--- config.mk ---
export PLATFORM = sky130hd
export DESIGN_NAME = l1_mem_arbiter
export DESIGN_NICKNAME = d
export VERILOG_FILES = /design/src/rtl/l1_mem_arbiter.sv
export SDC_FILE = /design/constraint.sdc
export NUM_CORES = 1
export LEC_CHECK = 0
export ABC_CLOCK_PERIOD_IN_PS = 3440
export CAP_MARGIN = 5
export CELL_PAD_IN_SITES_DETAIL_PLACEMENT = 0
export CELL_PAD_IN_SITES_GLOBAL_PLACEMENT = 1
export CORE_AREA = 2 2 294 296
export CTS_CLUSTER_DIAMETER = 40
export DETAILED_ROUTE_END_ITERATION = 10
export DIE_AREA = 0 0 296 298
export PLACE_DENSITY = 0.41
export SYNTH_ARGS = -nofsm -noshare
export SYNTH_HDL_FRONTEND = slang
export SYNTH_SLANG_ARGS = --single-unit
--- constraint.sdc ---
create_clock -name clk_i -period 3.44 [get_ports clk_i]
set_input_delay 0.344 -clock clk_i [delete_from_list [all_inputs] [get_ports clk_i]]
set_output_delay 0.344 -clock clk_i [all_outputs]
set_load 0.1 [all_outputs]
--- src/rtl/l1_mem_arbiter.sv ---
// Two-port L1 refill arbiter: I-cache and D-cache share one line-wide memory port.
// Round-robin on ties, one request in flight, one-cycle DONE bubble after each reply.
module l1_mem_arbiter #(
  parameter int ADDR_WIDTH = 32,
  parameter int LINE_WIDTH = 128
) (
  input  logic                  clk_i,
  input  logic                  rst_ni,
  input  logic [ADDR_WIDTH-1:0] ic_m_addr_i,
  input  logic                  ic_m_strobe_i,
  output logic [LINE_WIDTH-1:0] ic_m_dout_o,
  output logic                  ic_m_ready_o,
  input  logic [ADDR_WIDTH-1:0] dc_m_addr_i,
  input  logic                  dc_m_rw_i,
  input  logic [LINE_WIDTH-1:0] dc_m_din_i,
  input  logic                  dc_m_strobe_i,
  output logic [LINE_WIDTH-1:0] dc_m_dout_o,
  output logic                  dc_m_ready_o,
  output logic [ADDR_WIDTH-1:0] mem_addr_o,
  output logic                  mem_rw_o,
  output logic [LINE_WIDTH-1:0] mem_din_o,
  output logic                  mem_strobe_o,
  input  logic [LINE_WIDTH-1:0] mem_dout_i,
  input  logic                  mem_ready_i,
  output logic [1:0]            grant_o
);

  typedef enum logic [1:0] {
    IDLE,
    IC_BUSY,
    DC_BUSY,
    DONE
  } state_t;

  state_t                state, state_nxt;
  logic                  last_dc, last_dc_nxt;
  logic [ADDR_WIDTH-1:0] addr_q, addr_nxt;
  logic                  rw_q, rw_nxt;
  logic [LINE_WIDTH-1:0] din_q, din_nxt;
  logic                  pick_ic;

  // I-cache wins a tie only when the D-cache was served last
  assign pick_ic = ic_m_strobe_i & (~dc_m_strobe_i | last_dc);

  always_ff @(posedge clk_i) begin
    if (!rst_ni) begin
      state   <= IDLE;
      last_dc <= 1'b1;
      addr_q  <= '0;
      rw_q    <= 1'b0;
      din_q   <= '0;
    end else begin
      state   <= state_nxt;
      last_dc <= last_dc_nxt;
      addr_q  <= addr_nxt;
      rw_q    <= rw_nxt;
      din_q   <= din_nxt;
    end
  end

  always_comb begin
    state_nxt   = state;
    last_dc_nxt = last_dc;
    addr_nxt    = addr_q;
    rw_nxt      = rw_q;
    din_nxt     = din_q;
    unique case (state)
      IDLE: begin
        if (pick_ic) begin
          state_nxt = IC_BUSY;
          addr_nxt  = ic_m_addr_i;
          rw_nxt    = 1'b0;
          din_nxt   = '0;
        end else if (dc_m_strobe_i) begin
          state_nxt = DC_BUSY;
          addr_nxt  = dc_m_addr_i;
          rw_nxt    = dc_m_rw_i;
          din_nxt   = dc_m_din_i;
        end
      end
      IC_BUSY: begin
        if (mem_ready_i) begin
          state_nxt   = DONE;
          last_dc_nxt = 1'b0;
        end
      end
      DC_BUSY: begin
        if (mem_ready_i) begin
          state_nxt   = DONE;
          last_dc_nxt = 1'b1;
        end
      end
      DONE:    state_nxt = IDLE;
      default: state_nxt = IDLE;
    endcase
  end

  assign mem_strobe_o = (state == IC_BUSY) | (state == DC_BUSY);
  assign mem_addr_o   = addr_q;
  assign mem_rw_o     = rw_q;
  assign mem_din_o    = din_q;
  assign grant_o      = {state == DC_BUSY, state == IC_BUSY};

  // a reply arriving while reset is asserted is never forwarded
  assign ic_m_ready_o = rst_ni & (state == IC_BUSY) & mem_ready_i;
  assign dc_m_ready_o = rst_ni & (state == DC_BUSY) & mem_ready_i;
  assign ic_m_dout_o  = ic_m_ready_o ? mem_dout_i : '0;
  assign dc_m_dout_o  = dc_m_ready_o ? mem_dout_i : '0;

endmodule

==> flow_metrics.env, run 1 <==
export IMPL_status="finished, final reports clean"
export IMPL_area_delta_synth_final_pct=163
export IMPL_rr_endpoint="mem_din_o[68]"
export IMPL_first_global_vias=8605
export IMPL_cts_setup_buffers=0
export IMPL_drv_cap=0
export IMPL_reg2reg_depth=5
export IMPL_relSlewSlack=0.208
export IMPL_io_buffers=747
export IMPL_r2r_start="state[0]"
export IMPL_io_pins=748
export IMPL_grt_pass1_wl_mm=71.8
export IMPL_worstMarginPinSlew_ns=1.19
export IMPL_fill_cells=9173
export IMPL_clk_path_buf_depth=2
export IMPL_setup_viol=0
export IMPL_grt_max_degree=130
export IMPL_cts_tree="built"
export IMPL_root_buffer="clkbuf_16"
export IMPL_fp_dieH_um=298
export IMPL_drc=0
export IMPL_yosysTopAreaCellShare=0.448
export IMPL_crit_required_ns=3.10
export IMPL_wl_mm=53.1
export IMPL_fin_tns_setup_ns=0
export IMPL_vias=8667
export IMPL_crit_fanout=34
export IMPL_r2r_setup_slack_ns=1.31
export IMPL_crit_arrival_ns=2.59
export IMPL_grtUsageTotal=0.116
export IMPL_ir_worst_vdd_v=0.000404
export IMPL_finalCriticalPeriod_ns=2.93
export IMPL_core_area_sq_um=84900
export IMPL_report_final_hold_viol_count=0
export IMPL_synthFlopType="dfxtp_1"
export IMPL_power_leakage_nw=7.18
export IMPL_fin_util=0.227
export IMPL_syn_num_nets=1115
export IMPL_dieArea_sq_um=88200
export IMPL_critical_path_class="reg2out"
export IMPL_layout_drive_gt1_share=0.213
export IMPL_fin_crit_sh=0.852
export IMPL_nNetsFinal=1820
export IMPL_initial_utilization=0.0863
export IMPL_ys_seq_area_frac=0.448
export IMPL_cts_resized=0
export IMPL_cts_sinks=164
export IMPL_hold_class="in2reg"
export IMPL_fmax_mhz=341
export IMPL_finalNonFillerCells=2653
export IMPL_rows=107
export IMPL_clk_latency_ns=0.48
export IMPL_rsz0062_at_grt="false"
export IMPL_viasPerCell=3.27
export IMPL_place_congestion=0.885
export IMPL_yosysWarnings=0
export IMPL_clkSlewWorstSetupHoldPaths_ns=0.07
export IMPL_syn_inst=786
export IMPL_slew_viol_final=0
export IMPL_post_drt_wl_per_cell_um=20.0
export IMPL_htreeDepth=4
export IMPL_synth_area_top_cells="dfxtp_1 (45%), and2_1 (22%), a22o_1 (15%)"
export IMPL_drt_iter0_markers=316
export IMPL_grt_overflow=0
export IMPL_hold_path_startpoint="dc_m_addr_i[18]"
export IMPL_async_reset_ff_frac=0
export IMPL_die_width_um=296
export IMPL_avgSynthCellArea_sq_um=9.32
export IMPL_antenna_found_initial=3
export IMPL_cp_start_kind="flop"
export IMPL_hpwl_mm=43.4
export IMPL_p_per_area_nw_per_um2=606
export IMPL_dp_cells=2616
export IMPL_ant_nets=0
export IMPL_drtPass1Iterations=4
export IMPL_hold_end="mem_addr_o[18]"
export IMPL_hold_depth=3
export IMPL_skew_ns=0.0125
export IMPL_synth_area_leader_cell="dfxtp_1"
export IMPL_yosys_register_bits=164
export IMPL_yosys_cell_types_count=27
export IMPL_synth_edf_count=0
export IMPL_cts_buffers=17
export IMPL_hold_buffers=0
export IMPL_endpoint_kind="output port"
export IMPL_syn_area_sq_um=7320
[placed cells by master (no fill, tap or decap), types with 2 or more instances in the layout]
cell / synthesis / layout
dfxtp_1: 164 / 164
buf_12: 0 / 266
o21ai_0: 64 / 64
a21boi_0: 2 / 2
nand2_1: 6 / 6
clkdlybuf4s50_1: 0 / 483
and2_1: 256 / 256
ha_1: 3 / 3
inv_1: 3 / 3
diode_2: 0 / 5
clkinv_4: 0 / 3
and3_2: 0 / 2
a31oi_1: 32 / 32
clkbuf_16: 0 / 17
inv_6: 0 / 4
a21oi_1: 33 / 33
buf_4: 3 / 17
bufinv_16: 0 / 3
a22o_1: 129 / 129
[Yosys cell counts (2+ instances only)]
| cell | number |
|---|---|
| and3_1 | 2 |
| a22o_1 | 129 |
| buf_4 | 3 |
| buf_2 | 17 |
| nand2_1 | 6 |
| ha_1 | 3 |
| a31oi_1 | 32 |
| a21oi_1 | 33 |
| a21boi_0 | 2 |
| o21ai_0 | 64 |
| dfxtp_1 | 164 |
| inv_1 | 3 |
| clkbuf_1 | 47 |
| and2_1 | 256 |
| buf_6 | 13 |
[worst max path at each step]
stage                        to  cells after the start  slack [ns]           from
6_report        dc_m_dout_o[51]                      6        0.51       state[0]
5_1_grt         dc_m_dout_o[51]                      6        0.34       state[0]
4_1_cts         dc_m_dout_o[51]                      6        0.42       state[0]
3_5_place_dp      mem_din_o[39]                      5        0.65  ic_m_strobe_i
3_3_place_gp      mem_din_o[74]                      5        0.68  ic_m_strobe_i
2_1_floorplan  ic_m_dout_o[118]                      5        0.27       state[1]
[where the power goes]
part	leakage [nW]	total, W	switching (W)	internal (W)
combinational	5.54	0.00715	0.00512	0.00202
sequential	1.34	0.00240	0.000178	0.00223
clock	0.307	0.00213	0.000942	0.00118
[state kept, by name, indices dropped and copies added, names as in the netlist]
| name | cells |
|---|---|
| mem_din_o | 128 |
| state | 2 |
| last_dc | 1 |
| mem_rw_o | 1 |
| mem_addr_o | 32 |
[worst max-delay path: stages (launching register included)]
cell     delay, ns
dfxtp_1       0.33
inv_1         0.08
ha_1          0.21
and3_2        0.71
buf_12        0.24
and2_1        0.30
buf_12        0.22
[routing by layer]
metal	track usage	routed length (um)	up-vias
met3	0.0288	3470	30
met5	0	13	-
met4	0.0290	564	2
met1	0.127	19900	4151
met2	0.218	29100	310
li1	-	-	4174
[per-stage QoR]
stage / power [W] / setup slack (ns) / hold slack [ns] / area [sq um]
after CTS: 0.0119 / 0.422 / 0.363 / 19200
after floorplan: 0.00719 / 0.271 / 0.451 / 7330
after global routing: 0.0121 / 0.336 / 0.403 / 19200
after detailed placement: 0.00966 / 0.648 / 0.454 / 18600
after global placement: 0.00968 / 0.682 / 0.456 / 18600
final: 0.0117 / 0.511 / 0.425 / 19300
[area by class of cell]
class                      count  area (sq um)  area share
antenna                        5          12.5    0.000650
clock buffer                  18           439      0.0228
multi-input combinational    539          3600       0.187
sequential                   164          3280       0.170
clock inverter                14           191     0.00994
tap                         1144          1430      0.0743
inverter                       3          11.3    0.000585
timing repair buffer         766         10300       0.534
[cell families (layout without fill, tap and decap cells)]
group | Yosys count | in the layout | synth area share
AO/OA/AOI/OAI | 264 | 264 | 0.255
adder cells (fa/ha/maj) | 3 | 3 | 0.00513
buffers and inverters | 83 | 801 | 0.0603
flip-flops | 164 | 164 | 0.448
multiplexers | 1 | 1 | 0.00137
other | 0 | 5 | 0
AND/OR/NAND/NOR | 271 | 271 | 0.230
No activity file was read; power rests on OpenSTA's default activity.
==> inputs of run 2 (changes only) <==
==> config.mk (replaced) <==
export PLATFORM = sky130hd
export DESIGN_NAME = l1_mem_arbiter
export DESIGN_NICKNAME = d
export VERILOG_FILES = /design/src/rtl/l1_mem_arbiter.sv
export SDC_FILE = /design/constraint.sdc
export NUM_CORES = 1
export LEC_CHECK = 0
export ABC_AREA = 0
export ABC_CLOCK_PERIOD_IN_PS = 3440
export CAP_MARGIN = 5
export CELL_PAD_IN_SITES_DETAIL_PLACEMENT = 0
export CELL_PAD_IN_SITES_GLOBAL_PLACEMENT = 1
export CORE_AREA = 5 5 289 291
export CTS_CLUSTER_DIAMETER = 40
export DETAILED_ROUTE_END_ITERATION = 10
export DIE_AREA = 0 0 294 296
export PLACE_DENSITY = 0.43
export SYNTH_ARGS = -nofsm -noshare
export SYNTH_HDL_FRONTEND = slang
export SYNTH_SLANG_ARGS = --single-unit
==> run 2 against run 1 <==
  * Utilization is 2.7 points lower
  * Largest power group unchanged
  * Clock skew increased by 0.013 ns
  * Critical path type unchanged
  * Hold slack worse by 0.066 ns
==> flow_metrics.env, run 2 (synthesis results as in run 1) <==
export IMPL_status="finished, final reports clean"
export IMPL_endpoint_kind="output port"
export IMPL_initial_utilization=0.0912
export IMPL_report_final_hold_viol_count=0
export IMPL_cts_tree="built"
export IMPL_grt_pass1_wl_mm=74.9
export IMPL_io_pins=748
export IMPL_place_congestion=0.915
export IMPL_largest_register_ffs=128
export IMPL_crit_fanout=59
export IMPL_die_width_um=294
export IMPL_critical_path_class="reg2out"
export IMPL_worstMarginPinSlew_ns=1.08
export IMPL_hold_buffers=0
export IMPL_ant_nets=0
export IMPL_wl_mm=57.2
export IMPL_drtPass1Iterations=6
export IMPL_setup_viol=0
export IMPL_cts_buffers=17
export IMPL_relSlewSlack=0.280
export IMPL_grt_overflow=0
export IMPL_layout_drive_gt1_share=0.218
export IMPL_root_buffer="clkbuf_16"
export IMPL_htreeDepth=4
export IMPL_dieArea_sq_um=87000
export IMPL_grtUsageTotal=0.121
export IMPL_power_leakage_nw=6.50
export IMPL_post_drt_wl_per_cell_um=22.1
export IMPL_drv_cap=0
export IMPL_viasPerCell=3.40
export IMPL_cp_start_kind="flop"
export IMPL_cts_resized=0
export IMPL_finalCriticalPeriod_ns=2.83
export IMPL_first_global_vias=9092
export IMPL_clk_latency_ns=0.48
export IMPL_fin_tns_setup_ns=0
export IMPL_io_buffers=747
export IMPL_slew_viol_final=0
export IMPL_final_common_cell="clkdlybuf4s50_1"
export IMPL_grt_max_degree=60
export IMPL_place_ws_ns=0.737
export IMPL_cts_setup_buffers=0
export IMPL_antenna_found_initial=23
export IMPL_fp_dieH_um=296
export IMPL_crit_required_ns=3.10
export IMPL_drc=0
export IMPL_ir_worst_vdd_v=0.000310
export IMPL_setup_ws_ns=0.608
export IMPL_fmax_mhz=353
export IMPL_nNetsFinal=1827
export IMPL_vias=8801
export IMPL_fin_util=0.200
export IMPL_drt_iter0_markers=372
export IMPL_crit_arrival_ns=2.49
export IMPL_clk_path_buf_depth=2
export IMPL_skew_ns=0.0252
export IMPL_hpwl_mm=47.6
export IMPL_rows=104
export IMPL_cts_sinks=164
export IMPL_p_per_area_nw_per_um2=689
export IMPL_core_area_sq_um=80300
export IMPL_clkSlewWorstSetupHoldPaths_ns=0.08
export IMPL_rsz0062_at_grt="false"
export IMPL_hold_class="in2reg"
export IMPL_fin_crit_sh=0.823
export IMPL_final_cell_mix="clkdlybuf4s50_1 (480), buf_4 (280), and2_1 (256), dfxtp_1 (164), a22o_1 (129)"
export IMPL_area_delta_synth_final_pct=119
## run 2: cell types whose count changed in the layout (fill, tap and decap cells not counted), moves of 2 or more
cell	previous run	this run
and3_2	2	0
and3_4	0	2
buf_12	266	12
buf_4	17	280
bufinv_16	3	1
clkdlybuf4s50_1	483	480
diode_2	5	18
inv_6	4	2
inv_8	1	3
## run 2: area by class of cell
type / count / area, sq um
clock buffer: 19 / 443
sequential: 164 / 3280
tap: 1060 / 1330
antenna: 18 / 45.0
clock inverter: 13 / 145
multi-input combinational: 539 / 3620
fill: 8881 / 64300
timing repair buffer: 773 / 7150
inverter: 3 / 11.3
## run 2: metrics by stage
stage | power [W] | hold slack (ns) | instance area [sq um] | cells
4_1_cts | 0.0113 | 0.304 | 16000 | 2571
3_5_place_dp | 0.00913 | 0.454 | 15400 | 2539
5_1_grt | 0.0115 | 0.341 | 16000 | 2582
3_3_place_gp | 0.00914 | 0.455 | 15400 | 2539
6_report | 0.0110 | 0.359 | 16000 | 2589
2_1_floorplan | 0.00719 | 0.451 | 7330 | 786
## run 2: critical path: stages (launching register included)
cell and delay (ns):
dfxtp_1 0.34, inv_1 0.09, ha_1 0.23, and3_4 0.59, buf_4 0.27, and2_1 0.14, buf_4 0.29
## run 2: where the power goes
part	internal, W	switching (W)	leakage (nW)	total [W]
Sequential	0.00223	0.000175	1.34	0.00240
Combinational	0.00157	0.00505	4.88	0.00662
Clock	0.00104	0.000974	0.287	0.00202
## run 2: worst paths after layout
kind,start,end,slack [ns],cells after the start
max,state[0],dc_m_dout_o[100],0.61,6
min,rst_ni,mem_addr_o[30],0.36,3
max reg2reg,state[0],mem_din_o[118],1.39,5
min reg2reg,mem_din_o[80],mem_din_o[80],0.47,1
## run 2: layer usage
metal / share of wire / vias up / track usage
met5: 0.00047 / - / 0
met4: 0.015 / 4 / 0.0388
met3: 0.087 / 45 / 0.0449
met2: 0.51 / 396 / 0.211
met1: 0.39 / 4151 / 0.138
li1: - / 4205 / -
